[config.mk]
export PLATFORM = sky130hd
export DESIGN_NAME = dcnn_s1_psum_collector
export DESIGN_NICKNAME = d
export VERILOG_FILES = /design/src/rtl/dcnn_pkg.sv /design/src/rtl/dcnn_sync_fifo.sv /design/src/rtl/dcnn_s1_psum_collector.sv
export SDC_FILE = /design/constraint.sdc
export NUM_CORES = 2
export LEC_CHECK = 0
export CORE_ASPECT_RATIO = 1.75
export CORE_MARGIN = 5
export CORE_UTILIZATION = 40
export DETAILED_ROUTE_END_ITERATION = 10
export DONT_BUFFER_PORTS = 1
export GPL_ROUTABILITY_DRIVEN = 1
export GPL_TIMING_DRIVEN = 0
export PLACE_DENSITY = 0.62
export SYNTH_ARGS = -nofsm -noshare
export SYNTH_HDL_FRONTEND = slang
export SYNTH_HIERARCHICAL = 1
export SYNTH_SLANG_ARGS = --single-unit
[constraint.sdc]
create_clock -name clk -period 13.25 [get_ports clk]
set_input_delay 2.65 -clock clk [delete_from_list [all_inputs] [get_ports clk]]
set_output_delay 2.65 -clock clk [all_outputs]
set_load 0.005 [all_outputs]
[src/rtl/dcnn_pkg.sv]
// Shared types for the stride-1 psum collector: FSM state encoding and row parity tags.
package dcnn_pkg;

    typedef enum logic [1:0] {
        COL_IDLE  = 2'd0,
        COL_ACCUM = 2'd1,
        COL_FLUSH = 2'd2,
        COL_DONE  = 2'd3
    } col_state_e;

    localparam logic PAR_ODD  = 1'b0;
    localparam logic PAR_EVEN = 1'b1;

endpackage

[src/rtl/dcnn_sync_fifo.sv]
// Show-ahead synchronous FIFO; head is presented combinationally and reads as zero when empty.
module dcnn_sync_fifo #(
    parameter int WIDTH = 17,
    parameter int DEPTH = 8
) (
    input  logic                       clk,
    input  logic                       arst_n,
    input  logic                       clr,
    input  logic                       push,
    input  logic [WIDTH-1:0]           wdata,
    input  logic                       pop,
    output logic [WIDTH-1:0]           rdata,
    output logic                       full,
    output logic                       empty,
    output logic [$clog2(DEPTH):0]     count
);

    localparam int AW = $clog2(DEPTH);

    logic [WIDTH-1:0] r_mem [DEPTH];
    logic [AW-1:0]    r_wr_ptr;
    logic [AW-1:0]    r_rd_ptr;
    logic [AW:0]      r_count;
    logic             w_do_pop;
    logic             w_do_push;

    assign empty     = (r_count == '0);
    assign full      = (r_count == (AW+1)'(DEPTH));
    assign count     = r_count;
    assign w_do_pop  = pop && !empty;
    // A pop frees the slot in the same cycle, so push on full is fine when paired with a pop.
    assign w_do_push = push && (!full || w_do_pop);
    assign rdata     = empty ? '0 : r_mem[r_rd_ptr];

    always_ff @(posedge clk or negedge arst_n) begin
        if (!arst_n) begin
            r_wr_ptr <= '0;
            r_rd_ptr <= '0;
            r_count  <= '0;
        end else if (clr) begin
            r_wr_ptr <= '0;
            r_rd_ptr <= '0;
            r_count  <= '0;
        end else begin
            if (w_do_push) r_wr_ptr <= r_wr_ptr + 1'b1;
            if (w_do_pop)  r_rd_ptr <= r_rd_ptr + 1'b1;
            case ({w_do_push, w_do_pop})
                2'b10:   r_count <= r_count + 1'b1;
                2'b01:   r_count <= r_count - 1'b1;
                default: r_count <= r_count;
            endcase
        end
    end

    always_ff @(posedge clk) begin
        if (w_do_push && !clr) r_mem[r_wr_ptr] <= wdata;
    end

endmodule

[src/rtl/dcnn_s1_psum_collector.sv]
// Accumulates chain-tail psums over input-channel passes into per-parity row buffers and queues final pixels.
// Optional DCNN_PSUM_RELU_EN clamps negative final sums to zero before they are queued.
module dcnn_s1_psum_collector
    import dcnn_pkg::*;
#(
    parameter int DW         = 16,
    parameter int M_BITS     = 10,
    parameter int ROW_BITS   = 6,
    parameter int FIFO_DEPTH = 8
) (
    input  logic                clk,
    input  logic                arst_n,
    input  logic                start,
    input  logic [ROW_BITS:0]   row_len,
    input  logic [M_BITS-1:0]   num_pass,
    input  logic [DW-1:0]       psum_in,
    input  logic [1:0]          psum_in_vld,
    output logic [DW-1:0]       out_data,
    output logic                out_parity,
    output logic                out_vld,
    input  logic                out_rdy,
    output logic                busy,
    output logic                done,
    output logic                ovf,
    output logic                err
);

    localparam int ROW_MAX = 1 << ROW_BITS;
    localparam int CW      = $clog2(FIFO_DEPTH) + 1;

    col_state_e                  r_state;
    col_state_e                  w_state_next;
    logic [ROW_BITS:0]           r_row_len;
    logic [M_BITS-1:0]           r_num_pass;
    logic [M_BITS-1:0]           r_pass;
    logic [1:0][ROW_BITS-1:0]    r_pos;
    logic [1:0]                  r_row_done;
    logic                        r_push_vld;
    logic [DW:0]                 r_push_data;
    logic                        r_ovf;
    logic                        r_err;

    logic                        w_active;
    logic                        w_par;
    logic                        w_take;
    logic [ROW_BITS-1:0]         w_pos_cur;
    logic [1:0][DW-1:0]          w_rd;
    logic [DW-1:0]               w_sum;
    logic [DW-1:0]               w_final;
    logic                        w_last_pass;
    logic                        w_pos_wrap;
    logic [1:0]                  w_done_set;
    logic                        w_row_done_all;
    logic [1:0]                  w_wr_en;
    logic                        w_pop;
    logic                        w_drop;
    logic [DW:0]                 w_fifo_rdata;
    logic                        w_fifo_full;
    logic                        w_fifo_empty;
    logic [CW-1:0]               w_fifo_count;

    assign w_active    = (r_state == COL_ACCUM) && !start;
    assign w_par       = psum_in_vld[1];
    assign w_take      = w_active && (psum_in_vld == 2'b01 || psum_in_vld == 2'b10) && !r_row_done[w_par];
    assign w_pos_cur   = r_pos[w_par];
    assign w_sum       = (r_pass == '0) ? psum_in : w_rd[w_par] + psum_in;
    assign w_last_pass = (r_pass == r_num_pass - 1'b1);
    assign w_pos_wrap  = ({1'b0, w_pos_cur} == r_row_len - 1'b1);
    assign w_done_set  = {w_take && (w_par == PAR_EVEN) && w_pos_wrap,
                          w_take && (w_par == PAR_ODD)  && w_pos_wrap};
    assign w_row_done_all = ((r_row_done | w_done_set) == 2'b11);

`ifdef DCNN_PSUM_RELU_EN
    assign w_final = w_sum[DW-1] ? '0 : w_sum;
`else
    assign w_final = w_sum;
`endif

    genvar gi;
    generate
        for (gi = 0; gi < 2; gi++) begin : g_row_buf
            logic [DW-1:0] r_buf [ROW_MAX];
            // Only intermediate passes write back; the final pass goes straight to the FIFO.
            assign w_wr_en[gi] = w_take && (w_par == 1'(gi)) && !w_last_pass;
            assign w_rd[gi]    = r_buf[r_pos[gi]];
            always_ff @(posedge clk) begin
                if (w_wr_en[gi]) r_buf[r_pos[gi]] <= w_sum;
            end
        end
    endgenerate

    assign w_pop  = out_vld && out_rdy;
    assign w_drop = r_push_vld && w_fifo_full && !w_pop;

    dcnn_sync_fifo #(
        .WIDTH (DW + 1),
        .DEPTH (FIFO_DEPTH)
    ) u_fifo (
        .clk    (clk),
        .arst_n (arst_n),
        .clr    (start),
        .push   (r_push_vld),
        .wdata  (r_push_data),
        .pop    (w_pop),
        .rdata  (w_fifo_rdata),
        .full   (w_fifo_full),
        .empty  (w_fifo_empty),
        .count  (w_fifo_count)
    );

    always_ff @(posedge clk or negedge arst_n) begin
        if (!arst_n) r_state <= COL_IDLE;
        else         r_state <= w_state_next;
    end

    always_comb begin
        w_state_next = r_state;
        if (start) begin
            w_state_next = COL_ACCUM;
        end else begin
            case (r_state)
                COL_ACCUM: if (w_row_done_all && w_last_pass) w_state_next = COL_FLUSH;
                // Leave on the cycle the last entry is popped so done follows that pop directly.
                COL_FLUSH: if (!r_push_vld && (w_fifo_empty || (w_pop && w_fifo_count == CW'(1))))
                               w_state_next = COL_DONE;
                COL_DONE:  w_state_next = COL_IDLE;
                default:   w_state_next = r_state;
            endcase
        end
    end

    always_ff @(posedge clk or negedge arst_n) begin
        if (!arst_n) begin
            r_row_len   <= '0;
            r_num_pass  <= '0;
            r_pass      <= '0;
            r_pos       <= '0;
            r_row_done  <= '0;
            r_push_vld  <= 1'b0;
            r_push_data <= '0;
            r_ovf       <= 1'b0;
            r_err       <= 1'b0;
        end else if (start) begin
            r_row_len   <= row_len;
            r_num_pass  <= num_pass;
            r_pass      <= '0;
            r_pos       <= '0;
            r_row_done  <= '0;
            r_push_vld  <= 1'b0;
            r_ovf       <= 1'b0;
            r_err       <= 1'b0;
        end else begin
            r_push_vld  <= w_take && w_last_pass;
            r_push_data <= {w_par, w_final};
            if (w_drop) r_ovf <= 1'b1;
            if (w_active && psum_in_vld == 2'b11) r_err <= 1'b1;
            if (w_take) r_pos[w_par] <= w_pos_wrap ? '0 : w_pos_cur + 1'b1;
            if (w_row_done_all) begin
                r_row_done <= '0;
                r_pass     <= r_pass + 1'b1;
            end else begin
                r_row_done <= r_row_done | w_done_set;
            end
        end
    end

    assign out_vld    = !w_fifo_empty;
    assign out_data   = w_fifo_rdata[DW-1:0];
    assign out_parity = w_fifo_rdata[DW];
    assign busy       = (r_state != COL_IDLE);
    assign done       = (r_state == COL_DONE);
    assign ovf        = r_ovf;
    assign err        = r_err;

endmodule

==> flow_summary.toml <==
[clock_network]
cts_setup_buffers = 0
cts-hold-fix-buffers = 0
cts_buf_count = 197
cts.sink_count = 2257
cts_root_buf = "clkbuf_16"
cts-htree-levels = 4
insertion_delay_ns = 0.88
path_clk_slew_ns = 0.07
cts_tree = "done"
cts.path.max_buffers = 4
ctsResizeCount = 0

[routing]
antenna_violating_nets_post_route = 0
totalWireLength_um = 349000
top_layer_used = "met5"
drt_drc_violations_left = 0
met3WireLength_um = 37400
detailroute.wirelength.met2_um = 167000
drt_iter0_markers = 9115
viasPerCell = 6.67
vias = 54600
avgRoutedWirePerCell_um = 42.7
met1Wirelength_um = 102000
firstDrtPassIters = 8

[logic_synthesis]
synth.yosys.seq_area_share = 0.788
dominantRegCellSynth = "edfxtp_1"
synth_edf_count = 2184
synthesis.area_per_instance_um2 = 17.8
synth.net_count = 4874
postSynthCellCount = 4804
yosysUniqueCellTypes = 93
synth_async_sr_flop_share = 0.0323
syn_area_mm2 = 0.0856
yosys_warnings = 6
ys_seq_elements = 2257

[global_routing]
grt_util_all_layers = 0.303
grt_first_pass_wirelength_um = 462000
remaining_global_route_overflow = 0
grt_max_degree = 81
via_count_of_the_first_global_routing_pass = 51900
initial_antenna_violation_count = 44

[placement]
post-place-ws_ns = 3.57
numPortBuffers = 0
placer_congestion_estimate = 1.03
placedInstanceArea_mm2 = 0.0934
place_hpwl_um = 242000

[timing]
slew_violations = 131
finalSetupViolations = 0
layout_worst_path_cycle_share = 0.758
hold_violations = 0
minimum_setup_slack_in_the_final_design_ns = 3.21
timing.fmax_mhz = 99.6
maxSlewHeadroom = -0.0816
worst_slew_pin_slew_ns = 1.58
finalSetupTns_ns = 0
grt_setup_unrepaired = "false"
fin_skew_ns = 0.0836
layout_min_cycle_time_ns = 10.04

[floorplanning]
die_width_um = 360
fp.coreArea_mm2 = 0.213
num_io_pins = 61
total_die_area_mm2 = 0.224
initial_utilization = 0.402
placement_rows = 224
dieHeight_um = 622

[setup_path]
timing.critical_path.required_ns = 13.98
timing.setup.critical_path_class = "reg2reg"
timing.critical_path.fanout_max = 21
timing.critical_path.slowest_cell_delay_ns = 1.15
timing.critical_path.to_type = "flop"
worst-endpoint-arrival_ns = 10.77
worstRegToRegCells = 23
slowest_stage = "buf_1"
path_cells = "buf_2 -> buf_2 -> nor3_2 -> buf_2 -> buf_1 -> a22oi_1 -> nand4_1 -> a32o_1 -> nand2_1 -> nand4_1 -> o41a_1 -> ha_1 -> o21ai_0 -> o21ai_0 -> o41ai_1 -> a31oi_1 -> a31oi_1 -> and2_1 -> mux2i_1 -> xnor2_2 -> buf_8 -> buf_8 -> buf_8"
critPathLaunchType = "flop"

[finish]
layout.cells.most_common = "edfxtp_1"
fillerInstances = 17600
mostFrequentLayoutCells = "2184 x edfxtp_1, 599 x a22oi_1, 201 x clkbuf_16, 174 x a221oi_1, 152 x a22o_1"
share_of_post_route_cells_with_drive_strength_above_1 = 0.168
final_core_util = 0.469
final_nets = 5246
areaGrowthSynthToFinish_pct = 16.5
finalInstanceArea_mm2 = 0.0997

[run_status]
violations_in_the_final_reports = "max-capacitance violations, max-slew violations"
result_of_the_run = "finished with violations"

[flow_run]
cap_violations = 14

[power]
static-leakage-power_nw = 30.7
cellPowerDensity_mw_per_mm2 = 151
overall_power_w = 0.0150
irDropWorstVdd_mv = 0.129

[min_path]
min_path_type = "reg2reg"
holdPathStages = 1
-- critical path, delay by kind of cell (launching register included) --
family          cells  cell delay (ns)
mux                 1             0.10
buf+inv             7             3.16
xor+xnor            1             0.82
simple gates        5             2.03
compound gates      8             2.69
fa+ha+maj           1             0.30
flops               1             0.76
-- power by group --
group / switching, W / leakage [nW] / internal, W
combinational: 0.00107 / 7.14 / 0.000386
sequential: 0.0000308 / 20.6 / 0.00785
clock: 0.00261 / 2.97 / 0.00306
-- layout make-up --
type                    instances  area (um^2)  share of cell area
well taps                    2825         3530              0.0355
flip-flops and latches       2257        67400               0.676
multi-input cells            2208        17500               0.176
diodes                         38         95.1            0.000954
repair buffers                173         3560              0.0357
clock buffers                 239         5200              0.0522
plain buffers                 303         1350              0.0135
inverters                      36          135             0.00136
clock inverters               105          880             0.00882
-- registers in the layout, summed over array words and instances, names as in the netlist, 4 cells and up --
register         count
r_pos               12
g_row_buf.r_buf   2048
r_num_pass          10
r_pass              10
r_push_data         17
u_fifo/r_mem       136
r_row_len            7
u_fifo/count         4
-- Yosys cell counts (all sizes together) (6+ instances only) --
library cell	count	area, um^2
edfxtp	2184	65600
a22oi	599	4500
nor2	230	863
buf	177	851
a221oi	175	1540
a22o	152	1330
a31oi	127	795
clkbuf	126	473
nand2	111	417
nand4	80	500
a21oi	74	370
dfrtp	73	1830
mux2	68	766
mux4	63	1430
o21ai	60	304
mux2i	56	577
nand3	42	215
inv	33	124
ha	29	363
nor3	26	150
nor2b	24	150
xor2	23	201
xnor2	18	158
nor4	17	121
o211ai	17	128
a41o	14	143
o22ai	14	87.6
or3	14	87.6
and2	11	68.8
and3	11	68.8
a41oi	10	87.6
nor3b	10	85.1
or4	10	78.8
a211oi	8	60.1
nand3b	8	60.1
a211o	7	61.3
a311oi	7	61.3
nor4b	7	61.3
a221o	6	60.1
a222oi	6	60.1
nand2b	6	37.5
-- kinds of logic after synthesis --
group | share of synthesized area
AO/OA/AOI/OAI | 0.117
XOR/XNOR | 0.00420
adder cells (fa/ha/maj) | 0.00471
buffers and inverters | 0.0171
flip-flops | 0.788
multiplexers | 0.0324
AND/OR/NAND/NOR | 0.0363
-- per-stage QoR --
stage | hold WS, ns | cells
after global placement | 0.532 | 7629
final | 0.543 | 8184
after detailed placement | 0.530 | 7798
after global routing | 0.580 | 8153
after CTS | 0.546 | 8142
after floorplan | 0.486 | 4804
-- worst paths after layout --
kind	from	slack, ns	endpoint
max	r_pos[8]	3.21	g_row_buf[1].r_buf[50][15]
max in group asynchronous	arst_n	11.51	r_pos[2]
max reg2reg	r_pos[8]	3.21	g_row_buf[1].r_buf[50][15]
min	r_num_pass[9]	0.54	r_num_pass[9]
min in group asynchronous	arst_n	1.53	r_num_pass[3]
min reg2reg	r_num_pass[9]	0.54	r_num_pass[9]
-- metal layers --
| metal | GRT usage | vias to the layer above |
|---|---|---|
| met2 | 0.502 | 4528 |
| met5 | 0 | - |
| met3 | 0.0789 | 1557 |
| li1 | - | 20800 |
| met1 | 0.310 | 27600 |
| met4 | 0.285 | 20 |
No activity file was read; power rests on OpenSTA's default activity.
